## src/rtl/vending_pkg.sv

```systemverilog
// Shared types and encodings for the coin-operated vending machine.
// Credit is tracked in rupees in multiples of 5.
package vending_pkg;

  typedef enum logic [1:0] {
    IDLE     = 2'd0,
    CREDIT5  = 2'd1,
    CREDIT10 = 2'd2
  } state_t;

  localparam logic [1:0] COIN_NONE = 2'b00;
  localparam logic [1:0] COIN_5    = 2'b01;
  localparam logic [1:0] COIN_10   = 2'b10;
  localparam logic [1:0] COIN_INV  = 2'b11;

  localparam logic [1:0] CHG_NONE  = 2'b00;
  localparam logic [1:0] CHG_5     = 2'b01;
  localparam logic [1:0] CHG_10    = 2'b10;

  localparam logic [4:0] VAL_0     = 5'd0;
  localparam logic [4:0] VAL_5     = 5'd5;
  localparam logic [4:0] VAL_10    = 5'd10;

  function automatic logic [4:0] credit_of(input state_t st);
    case (st)
      IDLE:     credit_of = VAL_0;
      CREDIT5:  credit_of = VAL_5;
      CREDIT10: credit_of = VAL_10;
      default:  credit_of = VAL_0;
    endcase
  endfunction

  // Only totals that remain below the price reach this mapping, so 0/5/10 suffice.
  function automatic state_t state_of(input logic [4:0] amount);
    case (amount)
      VAL_5:   state_of = CREDIT5;
      VAL_10:  state_of = CREDIT10;
      default: state_of = IDLE;
    endcase
  endfunction

  function automatic logic [1:0] change_of(input logic [4:0] amount);
    case (amount)
      VAL_5:   change_of = CHG_5;
      VAL_10:  change_of = CHG_10;
      default: change_of = CHG_NONE;
    endcase
  endfunction

endpackage

```

## src/rtl/vending_coin_decode.sv

```systemverilog
// Translates the 2-bit coin code into a rupee value and a legal-coin flag.
// The invalid code decodes to zero so it behaves like no coin at all.
module vending_coin_decode
  import vending_pkg::*;
(
  input  logic [1:0] code,
  output logic [4:0] value,
  output logic       valid
);

  // Code-to-value lookup.
  always_comb begin
    value = VAL_0;
    valid = 1'b0;
    case (code)
      COIN_5: begin
        value = VAL_5;
        valid = 1'b1;
      end
      COIN_10: begin
        value = VAL_10;
        valid = 1'b1;
      end
      COIN_NONE: begin
        value = VAL_0;
        valid = 1'b0;
      end
      default: begin
        value = VAL_0;
        valid = 1'b0;
      end
    endcase
  end

endmodule

```

## src/rtl/vending_machine.sv

```systemverilog
// Credit FSM for a single-product vending machine accepting Rs5 and Rs10 coins.
// dispense/change are registered and describe the coin sampled on the previous edge.
module vending_machine
  import vending_pkg::*;
#(
  parameter int PRICE = 15
) (
  input  logic       clk,
  input  logic       reset,
  input  logic [1:0] coin,
  output logic       dispense,
  output logic [1:0] change
);

  localparam logic [4:0] PRICE_V = 5'(PRICE);

  state_t     state_r;
  state_t     state_next_s;
  logic [4:0] coin_value_s;
  logic       coin_valid_s;
  logic [4:0] total_s;
  logic       vend_s;
  logic [1:0] change_next_s;

  vending_coin_decode u_coin_decode (
    .code  (coin),
    .value (coin_value_s),
    .valid (coin_valid_s)
  );

  // Next credit state and vend decision from current credit plus this coin.
  always_comb begin
    total_s       = credit_of(state_r) + coin_value_s;
    state_next_s  = state_r;
    vend_s        = 1'b0;
    change_next_s = CHG_NONE;
    if (!coin_valid_s) begin
      state_next_s = state_r;
    end else if (total_s >= PRICE_V) begin
      state_next_s  = IDLE;
      vend_s        = 1'b1;
      change_next_s = change_of(total_s - PRICE_V);
    end else begin
      state_next_s = state_of(total_s);
    end
  end

  // State and output registers; reset forfeits any credit.
  always_ff @(posedge clk) begin
    if (reset) begin
      state_r  <= IDLE;
      dispense <= 1'b0;
      change   <= CHG_NONE;
    end else begin
      state_r  <= state_next_s;
      dispense <= vend_s;
      change   <= change_next_s;
    end
  end

endmodule

```

## config.mk

```make
export PLATFORM = sky130hd
export DESIGN_NAME = vending_machine
export DESIGN_NICKNAME = d
export VERILOG_FILES = /design/src/rtl/vending_pkg.sv /design/src/rtl/vending_coin_decode.sv /design/src/rtl/vending_machine.sv
export SDC_FILE = /design/constraint.sdc
export NUM_CORES = 1
export LEC_CHECK = 0
export BUFFER_PORTS_ARGS = -buffer_cell sky130_fd_sc_hd__buf_4
export CAP_MARGIN = 5
export CORE_AREA = 5 5 42 44
export CTS_BUF_LIST = sky130_fd_sc_hd__clkbuf_4 sky130_fd_sc_hd__clkbuf_8
export DETAILED_ROUTE_END_ITERATION = 8
export DIE_AREA = 0 0 47 49
export SYNTH_ARGS = -nofsm -noshare
export SYNTH_HDL_FRONTEND = slang
export SYNTH_SLANG_ARGS = --single-unit
```

## constraint.sdc

```tcl
create_clock -name clk -period 7.14 [get_ports clk]
set_input_delay 1.071 -clock clk [delete_from_list [all_inputs] [get_ports clk]]
set_output_delay 1.071 -clock clk [all_outputs]
set_load 0.005 [all_outputs]
```

Word-level counts from Yosys, hierarchy flattened
Index checks and enable logic that the tools add are counted.

operators by class
  add/sub/neg operators = 2
  order comparisons = 1
  equality and inequality tests = 8
  mux-type cells = 7
  bitwise operators = 2
  reductions and logical operators = 3

operators with widths
  kind                                                                                 number
  4-bit one-hot mux with 2 select lines                                                2
  5-bit by 3-bit == test with 1-bit output, second input constant                      2
  5-bit by 4-bit == test with 1-bit output, second input constant                      2
  2-bit one-hot mux with 2 select lines                                                2
  5-bit adder                                                                          1
  5-bit by 4-bit greater-or-equal comparator with 1-bit output, second input constant  1
  5-bit by 4-bit subtractor with 5-bit output, second input constant                   1
  2-bit by 1-bit == test with 1-bit output, second input constant                      2
  2-bit == test, second input constant                                                 2
  2-bit OR reduction                                                                   2
  3-bit OR reduction                                                                   1
  1-bit 2-to-1 mux                                                                     2
  2-bit 2-to-1 mux                                                                     1
  1-bit inverter                                                                       2

storage, ports and cells
  register bits = 5
  bits of input ports = 4
  output and inout port bits = 3
  logic and storage cells = 26

Logic depth before layout (Yosys ltp)
  word-level depth = 6
  depth in mapped cells = 10
  depth with buffers taken out = 10

Cells and area by module
From an unflattened synthesis, not the netlist that was laid out.

unflattened totals
  cells, all modules = 72
  area total of the unflattened synthesis = 605.6 um^2

modules (own cells, without submodules)
  module               times used  cells each  area each (um^2)  seq. area each (um^2)
  vending_machine      1           63          543.0             100.1
  vending_coin_decode  1           9           62.6              0.0

Worst setup path before layout
OpenSTA, ideal clock, no wires.

  path type = input to register
  start = input coin[1]
  end = register change[0]
  library setup time = 0.073 ns
  arrival time = 3.099 ns
  data required time = 7.067 ns
  path slack = 3.968 ns
  cell stages on the path = 8
  path buffers = 0
  cell sequence = inv_1 ha_1 ha_1 fa_1 nor3b_1 ha_1 or4b_4 nor3_2

between the ends
  longest elaborated chain between the ends = 6
  elaborated cells between the ends (all ways) = 14
  classes of those cells = add/sub: 2; order compare: 1; eq/ne: 4; mux: 3; bitwise: 2; reduce/logical: 2

ends and longest elaborated chain
  what                                                                                                                                RTL line                                      text
  from (decl)                                                                                                                         vending_machine.sv:10                         input logic [1:0] coin,
  2-bit == test / 2-bit by 1-bit == test with 1-bit output (equally long branches)                                                    vending_coin_decode.sv:15                     case (code)
  4-bit one-hot mux with 2 select lines                                                                                               vending_coin_decode.sv:15
  5-bit adder                                                                                                                         vending_machine.sv:33                         total_s = credit_of(state_r) + coin_value_s;
  5-bit by 4-bit subtractor with 5-bit output / 5-bit by 4-bit greater-or-equal comparator with 1-bit output (equally long branches)  vending_machine.sv:42, vending_machine.sv:39
  5-bit by 4-bit == test with 1-bit output, or another cell as far along                                                              vending_pkg.sv:43                             case (amount)
  2-bit one-hot mux with 2 select lines / 3-bit OR reduction (equally long branches)                                                  -
  to (signal assigned)                                                                                                                vending_machine.sv:57                         change <= change_next_s;
  to (decl)                                                                                                                           vending_machine.sv:12                         output logic [1:0] change

Several ways; a longest one is shown, not always the timed one.
A chain may end at the register's enable or synchronous reset.

Final worst setup path
  start = input coin[0]
  end = register change[0]

Same word-level chain as after synthesis.

==> flow_summary.ini <==
[routing]
num_vias = 283
vias_per_cell = 4.492
drt_iter0_markers = 1
postRouteAntennaNets = 0
dr.pass1.iters = 2
drt-total-wl_um = 660
drcViolationCount = 0
wl_per_cell_um = 10.48

[grt]
grt_usage_pct = 6.479
antenna_found_initial = 0
grt.overflow.total = 0
grt_pass1_vias = 271
grt_max_degree = 7
grt_pass1_wl_mm = 1.104

[clock_network]
cts_hold_buf = 0
cts_buffers = 3
path_clk_slew_ns = 0.05
postCtsSetupRepairBufs = 0
cts.sinks = 5
clock_path_buffers = 2
htreeDepth = 1
clk_latency_ns = 0.24
root_buffer = clkbuf_4
cts_resized = 0
cts_tree = yes

[synth]
ys_async_sr_fraction_pct = 0
syn_inst = 37
synth_edf_count = 0
synth_area_leaders = dfxtp_1 (29%), ha_1 (18%), fa_1 (5.8%), nor2_1 (4.4%), or4b_4 (4.0%)
ys_seq_area_share_pct = 29.09
syn_nets = 47
avgSynthCellArea_um2 = 9.299
synth_top_family_by_area = simple AND/OR/NAND/NOR gates
synth_xor_area_share_pct = 5.091
ys_types = 22
netlist.area_leader.share_pct = 29.09
synth_common_cells = dfxtp_1 (5), ha_1 (5), nor2_1 (4)
synth_mux_area_share_pct = 0
synth_largest_area_cell = dfxtp_1
ys.flop_type = dfxtp_1
synthAdderAreaFrac_pct = 24.00
synth_compound_area_share_pct = 9.818
synth-simple-area-share_pct = 28.73
synth-seq-cells = 5
ys_warn_count = 0
syn_area_um2 = 344.1

[floorplan]
dieHeight_um = 49
die_area_um2 = 2303
fp.dieW_um = 47
row_count = 14
coreArea_um2 = 1401
boundaryPins = 7
initial_core_util_pct = 24.55

[setup_path]
start_kind = primary input
rrSetupSlack_ns = 4.68
crit_fanout = 5
worstSetupPathType = in -> reg
crit_path_end_kind = flop
worstPathRequired_ns = 7.31
arrival_ns = 3.33

[placed_design]
place_area_um2 = 409.1
dp_hpwl_um = 538.5
place_congestion = 0.7395
portBuffers = 6
pre_cts_ws_ns = 3.736

[timing]
report.final.setup_viol = 0
tns_ns = 0
timing.final.hold_violations = 0
fin_crit_ns = 3.154
max_slew_margin_pct = 83.87
finalMaxSlewViolations = 0
fmax_ghz = 0.3170
tightest_slew_ns = 0.2402
grt_setup_unrepaired = false
holdWs_ns = 0.5118
fin_ws_ns = 3.986
fin_crit_sh_pct = 44.18
skew_ns = 0.005285

[finish]
area_growth_pct = 27.64
drive_gt1_share_pct = 27.66
regArea_um2 = 100.1
multi_input_comb_area_um2 = 232.7
fin_area_um2 = 439.2
diodes = 0
fill_cells = 158
nNetsFinal = 58

[status]
status = completed

[run]
cap_violations = 0

[min_path]
hold_class = reg -> reg

[power_and_ir_drop]
ir_worst_vdd_mv = 0.03249
p_per_area_nw_per_um2 = 176.1
power_leakage_nw = 0.1991
[placed cells by master (no fill, tap or decap), types with 2 or more instances in the layout]
| cell | n |
|---|---|
| buf_4 | 6 |
| clkbuf_4 | 4 |
| dfxtp_1 | 5 |
| ha_1 | 5 |
| inv_1 | 3 |
| nand2_1 | 2 |
| nor2_1 | 4 |
| nor2b_1 | 2 |
[cell families (layout without fill, tap and decap cells)]
logic type                 Yosys count  after routing
and+or+nand+nor                     16             16
adders and majority gates            6              6
AOI/OAI and AO/OA                    5              5
DFF                                  5              5
buffers and inverters                3             13
xor gates and xnor gates             2              2
[per-layer routing]
layer / wire (µm) / vias to the layer above / track usage [%] / share of wire, %
met5: 0 / - / 0 / 0
met4: 0 / 0 / 4.147 / 0
met3: 53 / 0 / 1.476 / 8.0
met2: 298 / 7 / 8.597 / 45
met1: 309 / 124 / 9.011 / 47
li1: - / 152 / - / -
[worst paths after layout]
check                           cells past startpoint         end       start
worst min-delay path                                2  state_r[0]  state_r[0]
worst max register to register                      7   change[0]  state_r[0]
worst max-delay path                                8   change[0]     coin[0]
worst min register to register                      2  state_r[0]  state_r[0]
[sequential cells by signal, indices dropped and copies added, names as in the netlist]
register and count:
change 2, dispense 1, state_r 2
[final cells by class]
type	instances	area share, %
inverters	3	2.564
repair buffers	6	10.26
multi-input cells	29	52.99
well taps	16	4.558
clock buffers	4	6.838
flip-flops and latches	5	22.79
[power breakdown]
part	internal, mW	switching [mW]
Sequential	0.0285	0.000328
Combinational	0.00577	0.00668
Clock	0.0249	0.0112
Total	0.0592	0.0182
[through the flow]
| stage | total power [mW] | std cells | utilization [%] |
|---|---|---|---|
| after global placement | 0.04161 | 59 | 29.20 |
| after global routing | 0.08121 | 63 | 31.34 |
| after detailed placement | 0.04171 | 59 | 29.20 |
| after CTS | 0.07920 | 63 | 31.34 |
| final | 0.07736 | 63 | 31.34 |
| after floorplan | 0.03803 | 37 | - |
[worst max-delay path: stages]
cell     delay, ns
buf_4         0.11
ha_1          0.19
ha_1          0.26
fa_1          0.59
nor3b_1       0.22
ha_1          0.26
or4b_4        0.52
nor3_2        0.10
(Power assumes the default switching activity.)
